===== src/rtl/csr_unit.sv =====
// csr_unit: machine-mode CSR file with a two-stage read/modify/write pipeline, ECALL/MRET trap handling and illegal-access detection.
// Latency: csr_rdata, out_csr_cmd, illegal, redirect_valid and redirect_pc are registered one cycle after the command; CSR state updates one cycle later again.
// Backpressure: none. A command is accepted every cycle, and flush turns that cycle's command into a no-op.
//
// Ports:
//   clk, reset                  clock, synchronous active-high reset
//   flush                       squash this cycle's command (treated as CSR_X)
//   csr_cmd[2:0]                X=0 W=1 S=2 C=3 ECALL=4 MRET=5
//   csr_addr[11:0]              CSR address (ignored for ECALL/MRET)
//   op1_data[XLEN-1:0]          write/set/clear operand
//   pc[XLEN-1:0]                PC of the commanding instruction (saved to mepc on ECALL)
//   instr_retire                one instruction retired this cycle
//   csr_rdata[XLEN-1:0]         registered read data
//   out_csr_cmd[2:0]            registered effective command
//   illegal                     registered illegal-access flag
//   redirect_valid/redirect_pc  registered fetch redirect for ECALL (mtvec) / MRET (mepc)
//   trap_vector[XLEN-1:0]       current mtvec
//
// Optional feature macro: CSR_COUNTERS_EN. It implements mcycle/mcycleh/minstret/minstreth.
// Without it those addresses are unimplemented and instr_retire is ignored.
// The counter halves are 32 bits wide, so XLEN is expected to be 32 when counters are enabled.

module csr_unit #(
    parameter int unsigned     XLEN        = 32,
    parameter logic [XLEN-1:0] MTVEC_RESET = '0,
    parameter int unsigned     HART_ID     = 0,
    parameter int unsigned     COUNTER_W   = 64
) (
    input  logic            clk,
    input  logic            reset,
    input  logic            flush,
    input  logic [2:0]      csr_cmd,
    input  logic [11:0]     csr_addr,
    input  logic [XLEN-1:0] op1_data,
    input  logic [XLEN-1:0] pc,
    input  logic            instr_retire,
    output logic [XLEN-1:0] csr_rdata,
    output logic [2:0]      out_csr_cmd,
    output logic            illegal,
    output logic            redirect_valid,
    output logic [XLEN-1:0] redirect_pc,
    output logic [XLEN-1:0] trap_vector
);

    localparam logic [2:0] CMD_X     = 3'd0;
    localparam logic [2:0] CMD_W     = 3'd1;
    localparam logic [2:0] CMD_S     = 3'd2;
    localparam logic [2:0] CMD_C     = 3'd3;
    localparam logic [2:0] CMD_ECALL = 3'd4;
    localparam logic [2:0] CMD_MRET  = 3'd5;

    localparam logic [11:0] A_MSTATUS   = 12'h300;
    localparam logic [11:0] A_MTVEC     = 12'h305;
    localparam logic [11:0] A_MSCRATCH  = 12'h340;
    localparam logic [11:0] A_MEPC      = 12'h341;
    localparam logic [11:0] A_MCAUSE    = 12'h342;
    localparam logic [11:0] A_MHARTID   = 12'hF14;
`ifdef CSR_COUNTERS_EN
    localparam logic [11:0] A_MCYCLE    = 12'hB00;
    localparam logic [11:0] A_MCYCLEH   = 12'hB80;
    localparam logic [11:0] A_MINSTRET  = 12'hB02;
    localparam logic [11:0] A_MINSTRETH = 12'hB82;

    // The counters are always held in 64 bits. A 32-bit build masks the
    // upper word so the counters wrap at 2^32 and the high halves stay 0.
    localparam bit          CNT_HI   = (COUNTER_W == 64);
    localparam logic [63:0] CNT_MASK = CNT_HI ? 64'hFFFF_FFFF_FFFF_FFFF
                                              : 64'h0000_0000_FFFF_FFFF;
`endif

    localparam logic [XLEN-1:0] CAUSE_ECALL = XLEN'(11);

    // ------------------------------------------------------------------
    // Stage 1: effective command
    // ------------------------------------------------------------------
    logic [2:0] cmd_e;
    logic       rmw1;

    assign cmd_e = flush ? CMD_X : csr_cmd;
    assign rmw1  = (cmd_e == CMD_W) || (cmd_e == CMD_S) || (cmd_e == CMD_C);

    // ------------------------------------------------------------------
    // Pipeline and architectural registers
    // ------------------------------------------------------------------
    logic [2:0]      cmd2_q;
    logic [11:0]     addr2_q;
    logic [XLEN-1:0] op2_q;
    logic [XLEN-1:0] pc2_q;
    logic [XLEN-1:0] rdata_q, rdata_d;
    logic            ill_q, ill_d;
    logic            rvld_q, rvld_d;
    logic [XLEN-1:0] rpc_q, rpc_d;

    logic            mie_q, mie_d;
    logic            mpie_q, mpie_d;
    logic [XLEN-1:0] mtvec_q, mtvec_d;
    logic [XLEN-1:0] mscratch_q, mscratch_d;
    logic [XLEN-1:0] mepc_q, mepc_d;
    logic [XLEN-1:0] mcause_q, mcause_d;

    // ------------------------------------------------------------------
    // Stage 2: write-back value
    // "old" is the value returned by stage 1. That value was already
    // bypassed, so back-to-back RMWs on one CSR chain correctly.
    // ------------------------------------------------------------------
    logic            wr2;
    logic [XLEN-1:0] wval;

    assign wr2 = ((cmd2_q == CMD_W) || (cmd2_q == CMD_S) || (cmd2_q == CMD_C)) && !ill_q;

    always_comb begin
        wval = op2_q;
        case (cmd2_q)
            CMD_S:   wval = rdata_q | op2_q;
            CMD_C:   wval = rdata_q & ~op2_q;
            default: wval = op2_q;
        endcase
    end

    // Next state of the trap/scratch CSRs. The ECALL/MRET effects are
    // applied after the software write. Only one of the two can be in
    // stage 2 in a given cycle, so they never actually collide.
    always_comb begin
        mie_d      = mie_q;
        mpie_d     = mpie_q;
        mtvec_d    = mtvec_q;
        mscratch_d = mscratch_q;
        mepc_d     = mepc_q;
        mcause_d   = mcause_q;
        if (wr2) begin
            case (addr2_q)
                A_MSTATUS: begin
                    mie_d  = wval[3];
                    mpie_d = wval[7];
                end
                A_MTVEC:    mtvec_d    = {wval[XLEN-1:2], 2'b00};
                A_MSCRATCH: mscratch_d = wval;
                A_MEPC:     mepc_d     = {wval[XLEN-1:2], 2'b00};
                A_MCAUSE:   mcause_d   = wval;
                default: ;
            endcase
        end
        if (cmd2_q == CMD_ECALL) begin
            mepc_d   = {pc2_q[XLEN-1:2], 2'b00};
            mcause_d = CAUSE_ECALL;
            mpie_d   = mie_q;
            mie_d    = 1'b0;
        end else if (cmd2_q == CMD_MRET) begin
            mie_d  = mpie_q;
            mpie_d = 1'b1;
        end
    end

`ifdef CSR_COUNTERS_EN
    // ------------------------------------------------------------------
    // Counters. A software write to either half replaces the whole
    // counter for that cycle. The half that is not written keeps its
    // current value and the increment is skipped.
    // ------------------------------------------------------------------
    logic [63:0] mcycle_q, mcycle_d, mcycle_v;
    logic [63:0] minstret_q, minstret_d, minstret_v;
    logic        cyc_wr, ret_wr;

    always_comb begin
        mcycle_d   = (mcycle_q + 64'd1) & CNT_MASK;
        minstret_d = (minstret_q + {63'd0, instr_retire}) & CNT_MASK;
        cyc_wr     = 1'b0;
        ret_wr     = 1'b0;
        if (wr2) begin
            case (addr2_q)
                A_MCYCLE: begin
                    mcycle_d = {mcycle_q[63:32], wval[31:0]};
                    cyc_wr   = 1'b1;
                end
                A_MCYCLEH: begin
                    mcycle_d = {wval[31:0], mcycle_q[31:0]};
                    cyc_wr   = 1'b1;
                end
                A_MINSTRET: begin
                    minstret_d = {minstret_q[63:32], wval[31:0]};
                    ret_wr     = 1'b1;
                end
                A_MINSTRETH: begin
                    minstret_d = {wval[31:0], minstret_q[31:0]};
                    ret_wr     = 1'b1;
                end
                default: ;
            endcase
        end
        // Reads see a pending software write, but not the increment
        // that is in progress.
        mcycle_v   = cyc_wr ? mcycle_d : mcycle_q;
        minstret_v = ret_wr ? minstret_d : minstret_q;
    end

    always_ff @(posedge clk) begin
        if (reset) begin
            mcycle_q   <= '0;
            minstret_q <= '0;
        end else begin
            mcycle_q   <= mcycle_d;
            minstret_q <= minstret_d;
        end
    end
`else
    logic unused_retire;
    assign unused_retire = instr_retire;
`endif

    // ------------------------------------------------------------------
    // Stage 1 read mux. Trap/scratch CSRs are read from their next-state
    // value, so a stage-2 write (or ECALL/MRET) is visible at once.
    // ------------------------------------------------------------------
    logic [XLEN-1:0] rd_val;
    logic            rd_impl;

    always_comb begin
        rd_val  = '0;
        rd_impl = 1'b1;
        case (csr_addr)
            A_MSTATUS: begin
                rd_val[3] = mie_d;
                rd_val[7] = mpie_d;
            end
            A_MTVEC:     rd_val = mtvec_d;
            A_MSCRATCH:  rd_val = mscratch_d;
            A_MEPC:      rd_val = mepc_d;
            A_MCAUSE:    rd_val = mcause_d;
            A_MHARTID:   rd_val = XLEN'(HART_ID);
`ifdef CSR_COUNTERS_EN
            A_MCYCLE:    rd_val = XLEN'(mcycle_v[31:0]);
            A_MINSTRET:  rd_val = XLEN'(minstret_v[31:0]);
            A_MCYCLEH: begin
                rd_val  = XLEN'(mcycle_v[63:32]);
                rd_impl = CNT_HI;
            end
            A_MINSTRETH: begin
                rd_val  = XLEN'(minstret_v[63:32]);
                rd_impl = CNT_HI;
            end
`endif
            default:     rd_impl = 1'b0;
        endcase
    end

    // An access is illegal if the address is unimplemented, or if it would
    // change mhartid. A set/clear with a zero mask is a pure read and is
    // allowed.
    always_comb begin
        ill_d = 1'b0;
        if (rmw1) begin
            if (!rd_impl) begin
                ill_d = 1'b1;
            end else if (csr_addr == A_MHARTID) begin
                ill_d = !(((cmd_e == CMD_S) || (cmd_e == CMD_C)) && (op1_data == '0));
            end
        end
    end

    always_comb begin
        rdata_d = '0;
        rvld_d  = 1'b0;
        rpc_d   = '0;
        if (cmd_e == CMD_ECALL) begin
            rdata_d = CAUSE_ECALL;
            rvld_d  = 1'b1;
            // mtvec as currently registered. A write in stage 2 this
            // cycle is not forwarded to the trap target.
            rpc_d   = mtvec_q;
        end else if (cmd_e == CMD_MRET) begin
            rvld_d  = 1'b1;
            // A stage-2 mepc update (software write or ECALL) is forwarded.
            rpc_d   = mepc_d;
        end else if (rmw1 && !ill_d) begin
            rdata_d = rd_val;
        end
    end

    // ------------------------------------------------------------------
    // Registers
    // ------------------------------------------------------------------
    always_ff @(posedge clk) begin
        if (reset) begin
            cmd2_q     <= CMD_X;
            addr2_q    <= '0;
            op2_q      <= '0;
            pc2_q      <= '0;
            rdata_q    <= '0;
            ill_q      <= 1'b0;
            rvld_q     <= 1'b0;
            rpc_q      <= '0;
            mie_q      <= 1'b0;
            mpie_q     <= 1'b0;
            mtvec_q    <= {MTVEC_RESET[XLEN-1:2], 2'b00};
            mscratch_q <= '0;
            mepc_q     <= '0;
            mcause_q   <= '0;
        end else begin
            cmd2_q     <= cmd_e;
            addr2_q    <= csr_addr;
            op2_q      <= op1_data;
            pc2_q      <= pc;
            rdata_q    <= rdata_d;
            ill_q      <= ill_d;
            rvld_q     <= rvld_d;
            rpc_q      <= rpc_d;
            mie_q      <= mie_d;
            mpie_q     <= mpie_d;
            mtvec_q    <= mtvec_d;
            mscratch_q <= mscratch_d;
            mepc_q     <= mepc_d;
            mcause_q   <= mcause_d;
        end
    end

    // The low bits of the saved PC are dropped when mepc is written.
    logic unused_pc_lsb;
    assign unused_pc_lsb = ^pc2_q[1:0];

    assign csr_rdata      = rdata_q;
    assign out_csr_cmd    = cmd2_q;
    assign illegal        = ill_q;
    assign redirect_valid = rvld_q;
    assign redirect_pc    = rpc_q;
    assign trap_vector    = mtvec_q;

endmodule

===== config.mk =====
export PLATFORM = sky130hd
export DESIGN_NAME = csr_unit
export DESIGN_NICKNAME = d
export VERILOG_FILES = /design/src/rtl/csr_unit.sv
export SDC_FILE = /design/constraint.sdc
export NUM_CORES = 1
export LEC_CHECK = 0
export CORE_MARGIN = 8
export CORE_UTILIZATION = 55
export DETAILED_ROUTE_END_ITERATION = 7
export DONT_BUFFER_PORTS = 1
export GPL_ROUTABILITY_DRIVEN = 0
export PLACE_DENSITY = 0.7
export RECOVER_POWER = 100
export SETUP_SLACK_MARGIN = 0.4
export SLEW_MARGIN = 20
export SYNTH_ARGS = -nofsm -noshare
export SYNTH_HDL_FRONTEND = slang
export SYNTH_SLANG_ARGS = --single-unit

===== constraint.sdc =====
create_clock -name clk -period 3.85 [get_ports clk]
set_clock_uncertainty 0.2 [all_clocks]
set_input_delay 0.77 -clock clk [delete_from_list [all_inputs] [get_ports clk]]
set_output_delay 0.77 -clock clk [all_outputs]
set_load 0.005 [all_outputs]

==> results.toml, run 1 <==
[timing]
setup_viol = 0
hold_ws_ns = 0.126
hold_viol = 0
clock.fmax_mhz = 307
rsz0062_at_grt = "false"
fin_ws_ns = 0.592
fin_crit_sh_pct = 84.6
min_period_ns = 3.26
report.final.slew_viol_count = 37
worstMarginPinSlew_ns = 1.77
fin_tns_setup_ns = 0
slew_headroom_pct = -18.3

[pwr]
seq_power_share_pct = 51.0
intPower_mw = 4.52
vdd_drop_max_uv = 320
power.density_nw_per_um2 = 493
swShare_pct = 20.5
clockPowerShare_pct = 46.2
p_leak_nw = 4.09
p_switching_mw = 1.17
comb_power_share_pct = 2.8

[yosys]
netlist.area_leader.share_pct = 51.8
synth_area_leaders = "dfxtp_1, mux2i_1, nor2_1"
ys_seq_area_share_pct = 51.8
postSynthCellCount = 1054
syn_nets = 1137
netlist_area_sq_um = 10500
yosysMostFrequentCell = "dfxtp_1"
yosys_warnings = 0
synth_cell_types = 47
synth_common_cells = "dfxtp_1, nor2_1, mux2i_1, a21oi_1, nor2b_1"
synth_edf_count = 0
async_flop_share_pct = 0
ys_seq_elements = 273
syn_area_per_cell_sq_um = 10.0
yosysTopAreaCell = "dfxtp_1"
synth_flop_cell = "dfxtp_1"

[placement]
dpl.hpwl_mm = 17.1
io_buffers = 0
post_dp_cell_area_sq_um = 10700
pre_cts_ws_ns = 0.680

[die]
die_width_um = 154
core_area_sq_um = 18800
io_pins = 184
die_height_um = 154
row_count = 50
start_util_pct = 56.2
dieArea_sq_um = 23900

[clock_network]
clockRootBuffer = "clkbuf_16"
cts.sinks = 273
cts_buffers = 27
insertion_delay_ns = 0.53
cts_resized = 0
h-tree-depth = 1
postCtsSetupRepairBufs = 0
path_clk_slew_ns = 0.06
cts_tree = "built"
cts_hold_buf = 0
clockBufferDepth = 3

[grt]
grt_max_degree = 178
antenna_found_initial = 0
grt_pass1_vias = 7363
grtUsageTotal_pct = 22.3
grt_pass1_wl_mm = 42.4
grt.overflow.total = 0

[routing]
wl_mm = 27.3
vias = 7392
wire_per_inst_um = 21.3
drtIter0Drc = 431
postRouteAntennaNets = 0
wl_met3_mm = 2.25
wl_met1_mm = 12.0
top_layer = "met4"
via_per_inst = 5.78
wl_met2_mm = 12.5
firstDrtPassIters = 5
drc_errors = 0

[finish]
finish.instance_area_sq_um = 11500
final_nets = 1114
multi_input_area_sq_um = 4740
fillers = 1622
utilization_pct = 61.5
antenna_cells = 0
drive_gt1_share_pct = 9.67
syn2layout_area_growth_pct = 9.44
register_area_sq_um = 5470

[hold_path]
min_path_type = "input port to flip-flop"
min_path_cells = 1

[setup_path]
critical_path_class = "flip-flop to flip-flop"
path_max_fanout = 17
r2r_cells = 8
slowest_delay_ns = 0.69
crit_slowest_cell = "clkbuf_2"
cp.arrival_ns = 3.47
crit_chain = "and4bb_2, o211ai_1, nor4_4, clkbuf_2, mux2i_1, o22a_1, o221a_1, nor2_1"
end_kind = "flip-flop"
worstPathRequired_ns = 4.06
critPathLaunchType = "flip-flop"

[run_status]
violations = "max-capacitance violations, max-slew violations"
status = "finished with violations"

[flow_run]
maxCapViolations = 1
## state kept, by name (all words and copies together), names as in the netlist
register        cells
addr2_q            12
csr_rdata          32
illegal             1
mcause_q           32
mepc_q             32
mie_q               1
mpie_q              1
mscratch_q         32
op2_q              32
out_csr_cmd         3
pc2_q              30
redirect_pc        32
redirect_valid      1
trap_vector        32
## metal layers
metal	GRT usage [%]	vias to the layer above
met5	0	-
met4	5.09	0
met3	7.08	41
met2	36.4	223
met1	28.2	3540
li1	-	3588
## power by group through the flow
stage,Sequential [mW],Clock [mW],Combinational (mW)
after global routing,2.90,2.78,0.178
after CTS,2.90,2.67,0.163
final,2.90,2.62,0.160
after floorplan,2.96,0,0.158
after global placement,2.96,0,0.160
after detailed placement,2.96,0,0.161
## final timing paths
| check | slack, ns | end | from |
|---|---|---|---|
| hold reg to reg | 0.25 | mepc_q[0] | mepc_q[0] |
| setup reg to reg | 0.59 | csr_rdata[8] | out_csr_cmd[2] |
| hold / removal | 0.13 | trap_vector[0] | reset |
| setup / recovery | 0.59 | csr_rdata[8] | out_csr_cmd[2] |
## per-stage QoR
| step | instances | power (mW) |
|---|---|---|
| 5_1_grt | 1279 | 5.86 |
| 4_1_cts | 1279 | 5.73 |
| 3_3_place_gp | 1236 | 3.12 |
| 6_report | 1279 | 5.68 |
| 3_5_place_dp | 1236 | 3.12 |
| 2_1_floorplan | 1054 | 3.11 |
## final cells by class
cell class / count / share of cell area [%]
tap: 234 / 2.54
inverter: 6 / 0.195
multi-input combinational: 704 / 41.0
sequential: 273 / 47.4
timing repair buffer: 19 / 1.28
clock buffer: 36 / 6.58
clock inverter: 7 / 1.01
## critical path: cells and delay by family (launching register included)
kind	cells	cell delay, ns
AND/OR/NAND/NOR	3	0.91
buffers and inverters	1	0.69
AO/OA/AOI/OAI	3	0.67
flip-flops	1	0.35
multiplexers	1	0.32
## placed cells by master (no fill, tap or decap), types with 6 or more instances in the layout
master	Yosys	routed
dfxtp_1	273	273
nor2_1	167	167
mux2i_1	125	125
a21oi_1	102	102
nor2b_1	75	75
nand2b_1	66	64
mux2_2	30	30
o22a_1	28	28
o221a_1	28	28
clkbuf_16	0	27
buf_4	3	15
nor3_1	10	11
nand2_1	10	10
nor4_1	8	8
inv_1	6	6
o22ai_1	6	6
## cells by family after synthesis
| kind of cell | count (synthesis) | synth area share (%) |
|---|---|---|
| compound gates | 177 | 11.4 |
| mux | 155 | 15.1 |
| simple gates | 371 | 18.4 |
| buf+inv | 77 | 3.22 |
| flops | 273 | 51.8 |
| fa+ha+maj | 1 | 0.0949 |
(Power assumes the default switching activity.)
==> run 2: changes to the inputs <==
==> constraint.sdc (replaced) <==
create_clock -name clk -period 3.4 [get_ports clk]
set_clock_uncertainty 0.2 [all_clocks]
set_input_delay 0.68 -clock clk [delete_from_list [all_inputs] [get_ports clk]]
set_output_delay 0.68 -clock clk [all_outputs]
set_load 0.005 [all_outputs]
==> results.toml, run 2 (synthesized netlist as in run 1, its figures left out) <==
[finish]
layout_common_cells = "dfxtp_1, nor2_1, mux2i_1"
final_common_cell = "dfxtp_1"
final_nets = 1120
utilization_pct = 62.0
antenna_cells = 0
fillers = 1599
syn2layout_area_growth_pct = 10.4
register_area_sq_um = 5470
drive_gt1_share_pct = 10.3
multi_input_area_sq_um = 4750

[setup_path]
critical_path_class = "flip-flop to flip-flop"
worstPathRequired_ns = 3.62
worstReg2RegEnd = "csr_rdata[7]"
crit_end = "csr_rdata[7]"
r2r_setup_slack_ns = 0.33
path_max_fanout = 13
end_kind = "flip-flop"
r2r-start = "addr2_q[5]"
critPathLaunchType = "flip-flop"
r2r_cells = 9
cp.arrival_ns = 3.28
cp-startpoint = "addr2_q[5]"

[routing]
wire_per_inst_um = 21.4
via_per_inst = 5.84
wl_mm = 27.6
firstDrtPassIters = 5
wl_met3_mm = 2.23
wl_met1_mm = 11.8
drtIter0Drc = 416
vias = 7540
drc_errors = 0
postRouteAntennaNets = 0
wl_met2_mm = 13.0
top_layer = "met5"

[clock_network]
path_clk_slew_ns = 0.06
h-tree-depth = 1
insertion_delay_ns = 0.53
cts.sinks = 273
clockRootBuffer = "clkbuf_16"
cts_buffers = 28
postCtsSetupRepairBufs = 0
cts_tree = "built"
clockBufferDepth = 3

[timing]
setup_viol = 0
report.final.slew_viol_count = 37
min_period_ns = 3.07
fin_crit_sh_pct = 90.2
slew_headroom_pct = -26.5
hold_ws_ns = 0.0358
worstMarginPinSlew_ns = 1.90
clock.fmax_mhz = 326
rsz0062_at_grt = "false"
hold_viol = 0
fin_tns_setup_ns = 0
fin_ws_ns = 0.333

[run_status]
violations = "max-capacitance violations, max-slew violations"
status = "finished with violations"

[pwr]
power.density_nw_per_um2 = 552
vdd_drop_max_uv = 388
p_leak_nw = 4.15
total_power_mw = 6.43

[die]
row_count = 50
die_width_um = 154
die_height_um = 154
core_area_sq_um = 18800
start_util_pct = 56.2
io_pins = 184
dieArea_sq_um = 23900

[flow_run]
maxCapViolations = 1

[placement]
io_buffers = 0
pre_cts_ws_ns = 0.538
dpl.hpwl_mm = 17.5

[grt]
grt.overflow.total = 0
grtUsageTotal_pct = 22.5
antenna_found_initial = 1
grt_max_degree = 177
grt_pass1_wl_mm = 42.9
grt_pass1_vias = 7438

[hold_path]
hp-start = "reset"
min_path_type = "input port to flip-flop"
run 2: metrics by stage:
stage                     instance area, sq um  std cells
after CTS                                11700       1292
after detailed placement                 10800       1240
after global placement                   10800       1240
after floorplan                          10500       1054
after global routing                     11600       1292
final                                    11600       1292
run 2: critical path, stage by stage (launching register included):
cell	delay (ns)
dfxtp_1	0.30
or4b_1	0.59
or2_0	0.35
nor4b_4	0.24
buf_4	0.22
clkbuf_2	0.47
mux2i_1	0.29
nor3_1	0.06
nor2_1	0.14
a31oi_1	0.08
run 2: report_power, final:
part           switching, mW  leakage, nW  total (mW)  internal, mW
Clock                   1.24        0.445        2.96          1.73
Combinational          0.104         1.48       0.185        0.0807
Sequential            0.0254         2.22        3.28          3.26
Total                   1.37         4.15        6.43          5.07
run 2: final cells by class:
class / instances / area share [%]
inverter: 6 / 0.193
clock inverter: 10 / 0.795
tap: 234 / 2.51
multi-input combinational: 704 / 40.8
clock buffer: 41 / 6.95
sequential: 273 / 46.9
timing repair buffer: 24 / 1.85
run 2: per-layer routing:
metal  GRT usage [%]  vias to the layer above
met5               0                        -
met3            5.82                       49
met4            5.93                        2
met1            28.7                     3629
met2            37.2                      258
li1                -                     3602
run 2: timing repair:
item / CTS / global route
setup endpoints to repair: 0 / 1
gates resized for setup: 0 / 1
hold endpoints to repair: 2 / 0
hold buffers: 1 / 0
run 2: how the worst min path moves through the flow:
stage,endpoint,cells past startpoint
5_1_grt,trap_vector[0],1
2_1_floorplan,mepc_q[0],2
6_report,trap_vector[0],1
4_1_cts,mepc_q[29],1
3_3_place_gp,mepc_q[0],2
3_5_place_dp,mepc_q[1],2
